### config.mk
export PLATFORM = sky130hd
export DESIGN_NAME = seg7_scan_driver
export DESIGN_NICKNAME = d
export VERILOG_FILES = /design/src/rtl/seg7_pkg.sv /design/src/rtl/bin2bcd_seq.sv /design/src/rtl/seg7_scan_driver.sv
export SDC_FILE = /design/constraint.sdc
export NUM_CORES = 1
export LEC_CHECK = 0
export BUFFER_PORTS_ARGS = -buffer_cell sky130_fd_sc_hd__buf_2
export CAP_MARGIN = 25
export CORE_ASPECT_RATIO = 0.6
export CORE_MARGIN = 3
export CORE_UTILIZATION = 34
export DETAILED_ROUTE_END_ITERATION = 8
export GPL_TIMING_DRIVEN = 0
export HOLD_SLACK_MARGIN = 0.03
export REMOVE_ABC_BUFFERS = 1
export SLEW_MARGIN = 20
export SYNTH_ARGS = -nofsm -noshare
export SYNTH_HDL_FRONTEND = slang
export SYNTH_SLANG_ARGS = --single-unit
### constraint.sdc
create_clock -name clk -period 2.58 [get_ports clk]
set_input_delay 0.258 -clock clk [delete_from_list [all_inputs] [get_ports clk]]
set_output_delay 0.258 -clock clk [all_outputs]
set_load 0.05 [all_outputs]
### src/rtl/seg7_pkg.sv
// seg7_pkg: shared segment encodings, the digit-to-segment helper and the
// conversion FSM state type for the scanned 7-segment driver.
// Segment bytes are active-low, bit order {dp,g,f,e,d,c,b,a}.
package seg7_pkg;

    localparam logic [7:0] SEG_DIGIT [0:9] = '{
        8'hC0, 8'hF9, 8'hA4, 8'hB0, 8'h99,
        8'h92, 8'h82, 8'hD8, 8'h80, 8'h90
    };
    localparam logic [7:0] SEG_BLANK = 8'hFF;
    localparam logic [7:0] SEG_DASH  = 8'hBF;
    localparam logic [7:0] DP_MASK   = 8'h7F;

    typedef enum logic [1:0] {
        ST_IDLE,
        ST_SHIFT,
        ST_COMMIT
    } conv_state_e;

    // Non-decimal nibbles render as blank rather than garbage.
    function automatic logic [7:0] seg7_code(input logic [3:0] v);
        logic [7:0] c;
        case (v)
            4'd0:    c = SEG_DIGIT[0];
            4'd1:    c = SEG_DIGIT[1];
            4'd2:    c = SEG_DIGIT[2];
            4'd3:    c = SEG_DIGIT[3];
            4'd4:    c = SEG_DIGIT[4];
            4'd5:    c = SEG_DIGIT[5];
            4'd6:    c = SEG_DIGIT[6];
            4'd7:    c = SEG_DIGIT[7];
            4'd8:    c = SEG_DIGIT[8];
            4'd9:    c = SEG_DIGIT[9];
            default: c = SEG_BLANK;
        endcase
        return c;
    endfunction

endpackage

### src/rtl/bin2bcd_seq.sv
// bin2bcd_seq: iterative double-dabble, one input bit per clock.
// Ports:
//   clk, rst_n : clock, async active-low reset
//   start      : accepted only in IDLE; captures bin
//   bin        : unsigned value to convert
//   busy       : high from the edge after start until the COMMIT edge
//   done       : one-cycle pulse while in COMMIT (bcd is final then)
//   bcd        : packed BCD result, digit k at [4k+3:4k]
module bin2bcd_seq
    import seg7_pkg::*;
#(
    parameter int BIN_W = 13,
    parameter int BCD_D = (BIN_W + 2) / 3
) (
    input  logic                 clk,
    input  logic                 rst_n,
    input  logic                 start,
    input  logic [BIN_W-1:0]     bin,
    output logic                 busy,
    output logic                 done,
    output logic [4*BCD_D-1:0]   bcd
);

    localparam int CW = $clog2(BIN_W + 1);

    conv_state_e            state_q, state_d;
    logic [BIN_W-1:0]       bin_q, bin_d;
    logic [4*BCD_D-1:0]     bcd_q, bcd_d;
    logic [CW-1:0]          cnt_q, cnt_d;
    logic [4*BCD_D-1:0]     adj;
    logic [4*BCD_D+BIN_W-1:0] sh;

    always_comb begin
        state_d = state_q;
        bin_d   = bin_q;
        bcd_d   = bcd_q;
        cnt_d   = cnt_q;

        // Add-3 correction before the shift keeps each nibble decimal.
        adj = bcd_q;
        for (int k = 0; k < BCD_D; k++) begin
            if (adj[4*k +: 4] >= 4'd5)
                adj[4*k +: 4] = adj[4*k +: 4] + 4'd3;
        end
        sh = {adj, bin_q} << 1;

        case (state_q)
            ST_IDLE: begin
                if (start) begin
                    bin_d   = bin;
                    bcd_d   = '0;
                    cnt_d   = CW'(BIN_W);
                    state_d = ST_SHIFT;
                end
            end
            ST_SHIFT: begin
                {bcd_d, bin_d} = sh;
                cnt_d = cnt_q - CW'(1);
                if (cnt_q == CW'(1))
                    state_d = ST_COMMIT;
            end
            ST_COMMIT: state_d = ST_IDLE;
            default:   state_d = ST_IDLE;
        endcase
    end

    always_ff @(posedge clk or negedge rst_n) begin
        if (!rst_n) begin
            state_q <= ST_IDLE;
            bin_q   <= '0;
            bcd_q   <= '0;
            cnt_q   <= '0;
        end else begin
            state_q <= state_d;
            bin_q   <= bin_d;
            bcd_q   <= bcd_d;
            cnt_q   <= cnt_d;
        end
    end

    assign busy = (state_q != ST_IDLE);
    assign done = (state_q == ST_COMMIT);
    assign bcd  = bcd_q;

endmodule

### src/rtl/seg7_scan_driver.sv
// seg7_scan_driver: binary value -> BCD (sequential) -> formatted digits,
// driven both as a time-multiplexed common-anode scan and a static bus.
// Ports:
//   clk, rst_n : clock, async active-low reset
//   bin_in     : value to display, captured on an accepted load
//   dp_in      : decimal points (bit i = digit i), captured with bin_in
//   load       : strobe; ignored while a conversion is in flight
//   blank_lz   : leading-zero blanking, sampled when the result commits
//   busy       : conversion in progress
//   overflow   : last committed value did not fit in DIGITS digits
//   seg_n/dig_n: scanned segments / one-hot digit select, active-low
//   seg_all    : static segments, digit i in byte i
module seg7_scan_driver
    import seg7_pkg::*;
#(
    parameter int DIGITS   = 4,
    parameter int BIN_W    = 13,
    parameter int SCAN_DIV = 50000
) (
    input  logic                  clk,
    input  logic                  rst_n,
    input  logic [BIN_W-1:0]      bin_in,
    input  logic [DIGITS-1:0]     dp_in,
    input  logic                  load,
    input  logic                  blank_lz,
    output logic                  busy,
    output logic                  overflow,
    output logic [7:0]            seg_n,
    output logic [DIGITS-1:0]     dig_n,
    output logic [8*DIGITS-1:0]   seg_all
);

    localparam int BCD_D = (BIN_W + 2) / 3;
    // Padded digit count so formatting never indexes past either range.
    localparam int PAD_D = (DIGITS > BCD_D) ? DIGITS : BCD_D;
    localparam int PW    = (SCAN_DIV > 1) ? $clog2(SCAN_DIV) : 1;
    localparam int IW    = (DIGITS > 1) ? $clog2(DIGITS) : 1;

    logic                   conv_busy, conv_done;
    logic [4*BCD_D-1:0]     bcd;
    logic [4*PAD_D-1:0]     bcd_pad;

    logic [DIGITS-1:0]          dp_q, dp_d;
    logic [DIGITS-1:0][7:0]     disp_q, disp_d, fmt;
    logic                       ovf_q, ovf_d, ovf;
    logic [PW-1:0]              presc_q, presc_d;
    logic [IW-1:0]              idx_q, idx_d;
    logic [7:0]                 seg_n_q, seg_n_d;
    logic [DIGITS-1:0]          dig_n_q, dig_n_d;
    logic                       wrap;
    logic                       lz;
    logic [3:0]                 nib;
    logic [7:0]                 code;

    bin2bcd_seq #(
        .BIN_W (BIN_W),
        .BCD_D (BCD_D)
    ) u_bcd (
        .clk   (clk),
        .rst_n (rst_n),
        .start (load),
        .bin   (bin_in),
        .busy  (conv_busy),
        .done  (conv_done),
        .bcd   (bcd)
    );

    // Formatting of the finished BCD value.
    always_comb begin
        bcd_pad = '0;
        bcd_pad[4*BCD_D-1:0] = bcd;

        ovf = 1'b0;
        for (int k = 0; k < PAD_D; k++) begin
            if (k >= DIGITS && bcd_pad[4*k +: 4] != 4'd0)
                ovf = 1'b1;
        end

        // lz stays set while every digit from the top down to i is zero.
        lz   = 1'b1;
        fmt  = '0;
        nib  = '0;
        code = SEG_BLANK;
        for (int i = DIGITS - 1; i >= 0; i--) begin
            nib = bcd_pad[4*i +: 4];
            lz  = lz & (nib == 4'd0);
            if (ovf)
                code = SEG_DASH;
            else if (blank_lz && i > 0 && lz)
                code = SEG_BLANK;
            else
                code = seg7_code(nib);
            if (dp_q[i])
                code = code & DP_MASK;
            fmt[i] = code;
        end
    end

    // Capture, commit and scan.
    always_comb begin
        dp_d    = dp_q;
        disp_d  = disp_q;
        ovf_d   = ovf_q;
        presc_d = presc_q;
        idx_d   = idx_q;
        seg_n_d = seg_n_q;
        dig_n_d = dig_n_q;

        if (load && !conv_busy)
            dp_d = dp_in;

        if (conv_done) begin
            disp_d = fmt;
            ovf_d  = ovf;
        end

        wrap = (presc_q == PW'(SCAN_DIV - 1));
        if (wrap) begin
            presc_d = '0;
            idx_d   = (idx_q == IW'(DIGITS - 1)) ? '0 : idx_q + IW'(1);
            seg_n_d = disp_q[idx_d];
            dig_n_d = ~(DIGITS'(1) << idx_d);
        end else begin
            presc_d = presc_q + PW'(1);
        end
    end

    always_ff @(posedge clk or negedge rst_n) begin
        if (!rst_n) begin
            dp_q    <= '0;
            disp_q  <= {DIGITS{SEG_BLANK}};
            ovf_q   <= 1'b0;
            presc_q <= '0;
            idx_q   <= IW'(DIGITS - 1);
            seg_n_q <= SEG_BLANK;
            dig_n_q <= '1;
        end else begin
            dp_q    <= dp_d;
            disp_q  <= disp_d;
            ovf_q   <= ovf_d;
            presc_q <= presc_d;
            idx_q   <= idx_d;
            seg_n_q <= seg_n_d;
            dig_n_q <= dig_n_d;
        end
    end

    assign busy     = conv_busy;
    assign overflow = ovf_q;
    assign seg_n    = seg_n_q;
    assign dig_n    = dig_n_q;
    assign seg_all  = disp_q;

endmodule

==> flow_metrics.py <==
metrics = {
    "yosys": {
        "synth_top_cell_by_area": "dfrtp_1",
        "yosysSeqAreaShare_pct": 48.0,
        "synth_edf_count": 0,
        "yosys-top-cells-area": "dfrtp_1, dfstp_2, ha_1",
        "ys_seq_elements": 106,
        "synth_ff_type": "dfrtp_1",
        "synthCells": 584,
        "synth_most_common_cell": "nand2_1",
        "synth_top_area_share_pct": 26.6,
        "syn_area_um2": 5650,
        "async_flop_share_pct": 100,
        "ys_top_cells_by_count": "nand2_1, dfrtp_1, nor2_1",
        "synth.avg_cell_area_um2": 9.68,
        "yosys_warnings": 0,
        "ys_types": 49,
    },
    "cts": {
        "clk_transition_reported_paths_ps": 70,
        "cts.sinks": 106,
        "cts_inserted_buffers": 9,
        "cts-root-buf": "clkbuf_16",
        "cts_tree": "yes",
        "cts_max_path_buffers": 2,
        "clkLatencyLatePin_ps": 350,
        "htree_levels": 3,
    },
    "floorplanning": {
        "fp.dieW_um": 172,
        "initial_core_util_pct": 35.7,
        "dieArea_um2": 18300,
        "die_h_um": 106,
        "num_rows": 35,
        "io_pins": 67,
        "core-area_um2": 15800,
    },
    "critical_path": {
        "r2r_slack_ps": 340,
        "worstPathRequired_ps": 2860,
        "path_class": "reg -> reg",
        "endpoint_kind": "register",
        "r2r-end": "seg_all[10]$_DFFE_PN1N_",
        "r2r-start": "u_bcd.bcd[16]$_DFFE_PN0P_",
        "rr_worst_depth": 6,
        "critPathMaxFanout": 15,
        "critPathLaunchType": "register",
        "crit_arrival_ps": 2520,
    },
    "power_and_ir_drop": {
        "p_leak_nw": 2.86,
        "finalPower_mw": 8.06,
        "powerDensity_nw_per_um2": 1230,
        "ir_worst_vdd_v": 0.000812,
    },
    "grt": {
        "track_usage_pct": 15.7,
        "grt_remaining_overflow": 0,
        "grt_pass1_vias": 4211,
        "grt_pass1_wl_mm": 22.7,
        "antenna_found_initial": 0,
        "grt_max_degree": 79,
    },
    "timing": {
        "fmax_mhz": 447,
        "worst_pin_slew_ps": 1090,
        "setup_viol": 0,
        "clock_skew_ps": 10.8,
        "relSlewSlack_pct": 27.1,
        "finalSetupTns_ps": 0,
        "drv_slew": 0,
        "period_share_pct": 86.6,
        "min_period_ps": 2240,
        "final_hold_viol_count": 0,
        "rsz0062_at_grt": "no",
        "holdWs_ps": 95.6,
        "setup_ws_ps": 345,
    },
    "finish": {
        "postLayoutCoreUtil_pct": 41.4,
        "ff_latch_area_um2": 2710,
        "antenna_cells": 0,
        "drive_gt1_share_pct": 24.5,
        "final.fill_count": 1546,
        "multi_input_area_um2": 2730,
        "stdcell_area_um2": 6540,
        "nets": 691,
        "fin_cells": 863,
        "syn2layout_area_growth_pct": 15.7,
    },
    "route": {
        "drtAntennaViolNets": 0,
        "wl_met1_mm": 7.25,
        "via_per_inst": 5.12,
        "met3WireLength_um": 660,
        "drt_iter0_markers": 250,
        "route.detailed.drc": 0,
        "route.met2.wl_mm": 5.97,
        "routed_wl_mm": 14.0,
        "via_count": 4415,
        "wl_per_cell_um": 16.2,
        "routed.top_layer": "met4",
        "first_pass_iters": 4,
    },
    "min_path": {
        "min_from": "bin_in[0]",
        "whs_path_depth": 3,
        "min_to": "u_bcd.bin_q[0]$_DFFE_PN0P_",
        "hold_path.class": "in -> reg",
    },
    "placement": {
        "dp_cells": 845,
        "pre_cts_ws_ps": -366,
        "portBuffers": 66,
        "dp_hpwl_mm": 10.1,
        "dpl_cell_area_um2": 6220,
        "gp_congestion": 0.821,
    },
    "outcome": {
        "status": "complete, no violations",
    },
    "run": {
        "drv_cap": 0,
    },
}
==> worst max-delay path, stage by stage, from the launching register on <==
cell and delay, ps:
dfrtp_1 400, inv_1 100, ha_1 210, or3b_2 530, nor2_4 360, nand3_1 310, o22a_1 260
==> worst max-delay path by stage <==
stage / end / start / cells after the start / slack, ps
5_1_grt: seg_all[26]$_DFFE_PN1N_ / u_bcd.bcd[16]$_DFFE_PN0P_ / 6 / 180
4_1_cts: seg_all[10]$_DFFE_PN1N_ / u_bcd.bcd[16]$_DFFE_PN0P_ / 6 / 80
3_3_place_gp: seg_all[13]$_DFFE_PN1N_ / u_bcd.bcd[16]$_DFFE_PN0P_ / 6 / -200
6_report: seg_all[10]$_DFFE_PN1N_ / u_bcd.bcd[16]$_DFFE_PN0P_ / 6 / 340
2_1_floorplan: seg_all[10]$_DFFE_PN1N_ / u_bcd.bcd[16]$_DFFE_PN0P_ / 6 / 410
3_5_place_dp: seg_all[9]$_DFFE_PN1N_ / u_bcd.bcd[16]$_DFFE_PN0P_ / 6 / -370
==> repair_timing <==
| action | CTS | global route |
|---|---|---|
| endpoints found under the setup margin | 16 | 13 |
| buffers inserted | 0 | 0 |
| hold endpoints to repair | 10 | 0 |
| resized for setup | 1 | 1 |
| hold buffers | 1 | 0 |
==> sequential cells by signal, indices dropped and copies added (netlist names) <==
register,cells
overflow,1
u_bcd.state_q,2
seg_n,8
idx_q,2
seg_all,32
u_bcd.cnt_q,4
u_bcd.bcd,20
dp_q,4
presc_q,16
u_bcd.bin_q,13
dig_n,4
==> power by group <==
group | leakage [nW] | internal [mW] | switching [mW]
sequential | 1.21 | 2.37 | 0.721
clock | 0.137 | 0.751 | 0.618
combinational | 1.52 | 1.36 | 2.25
==> routing by layer <==
metal  up-vias  GRT usage (%)
met5         -              0
met4         0           2.90
met3         8           3.22
met2       103           22.9
met1      2186           24.0
li1       2118              -
==> cell type report <==
cell class,instances,area share (%)
Clock buffer,11,3.56
Clock inverter,5,0.842
Inverter,25,1.43
Multi-Input combinational cell,422,41.8
Sequential cell,106,41.4
Tap cell,222,4.25
Timing Repair Buffer,72,6.69
==> layout by cell type, fill, tap and decap left out, types with 3 or more instances in the layout <==
| cell type | count |
|---|---|
| dfstp_2 | 46 |
| mux2_2 | 4 |
| o22a_1 | 13 |
| nand4_1 | 5 |
| a211oi_1 | 3 |
| ha_1 | 34 |
| o31ai_1 | 3 |
| dfrtp_1 | 60 |
| clkbuf_16 | 9 |
| and3_1 | 3 |
| xnor2_1 | 14 |
| xor2_1 | 5 |
| nand3_1 | 23 |
| nor3b_1 | 6 |
| mux2i_1 | 8 |
| nand2b_1 | 6 |
| a32o_1 | 3 |
| or3_1 | 3 |
| buf_2 | 65 |
| a21o_1 | 6 |
| nand2_1 | 92 |
| inv_1 | 25 |
| a31oi_1 | 19 |
| a21oi_1 | 22 |
| nor4_1 | 3 |
| o21ai_0 | 40 |
| mux4_2 | 8 |
| nor2_1 | 54 |
| nor2b_1 | 4 |
| buf_6 | 3 |
| nor3_1 | 13 |
| and2_1 | 6 |
==> cells by family (layout without fill, tap and decap cells) <==
family | Yosys count | in the layout | synth area share, %
xor gates and xnor gates | 19 | 19 | 2.94
DFF | 106 | 106 | 48.0
and+or+nand+nor | 233 | 233 | 19.3
buffers and inverters | 56 | 113 | 4.07
adders and majority gates | 34 | 34 | 7.53
AOI/OAI and AO/OA | 116 | 116 | 12.8
muxes | 20 | 20 | 5.40
Power figures use the tool's default switching activity.
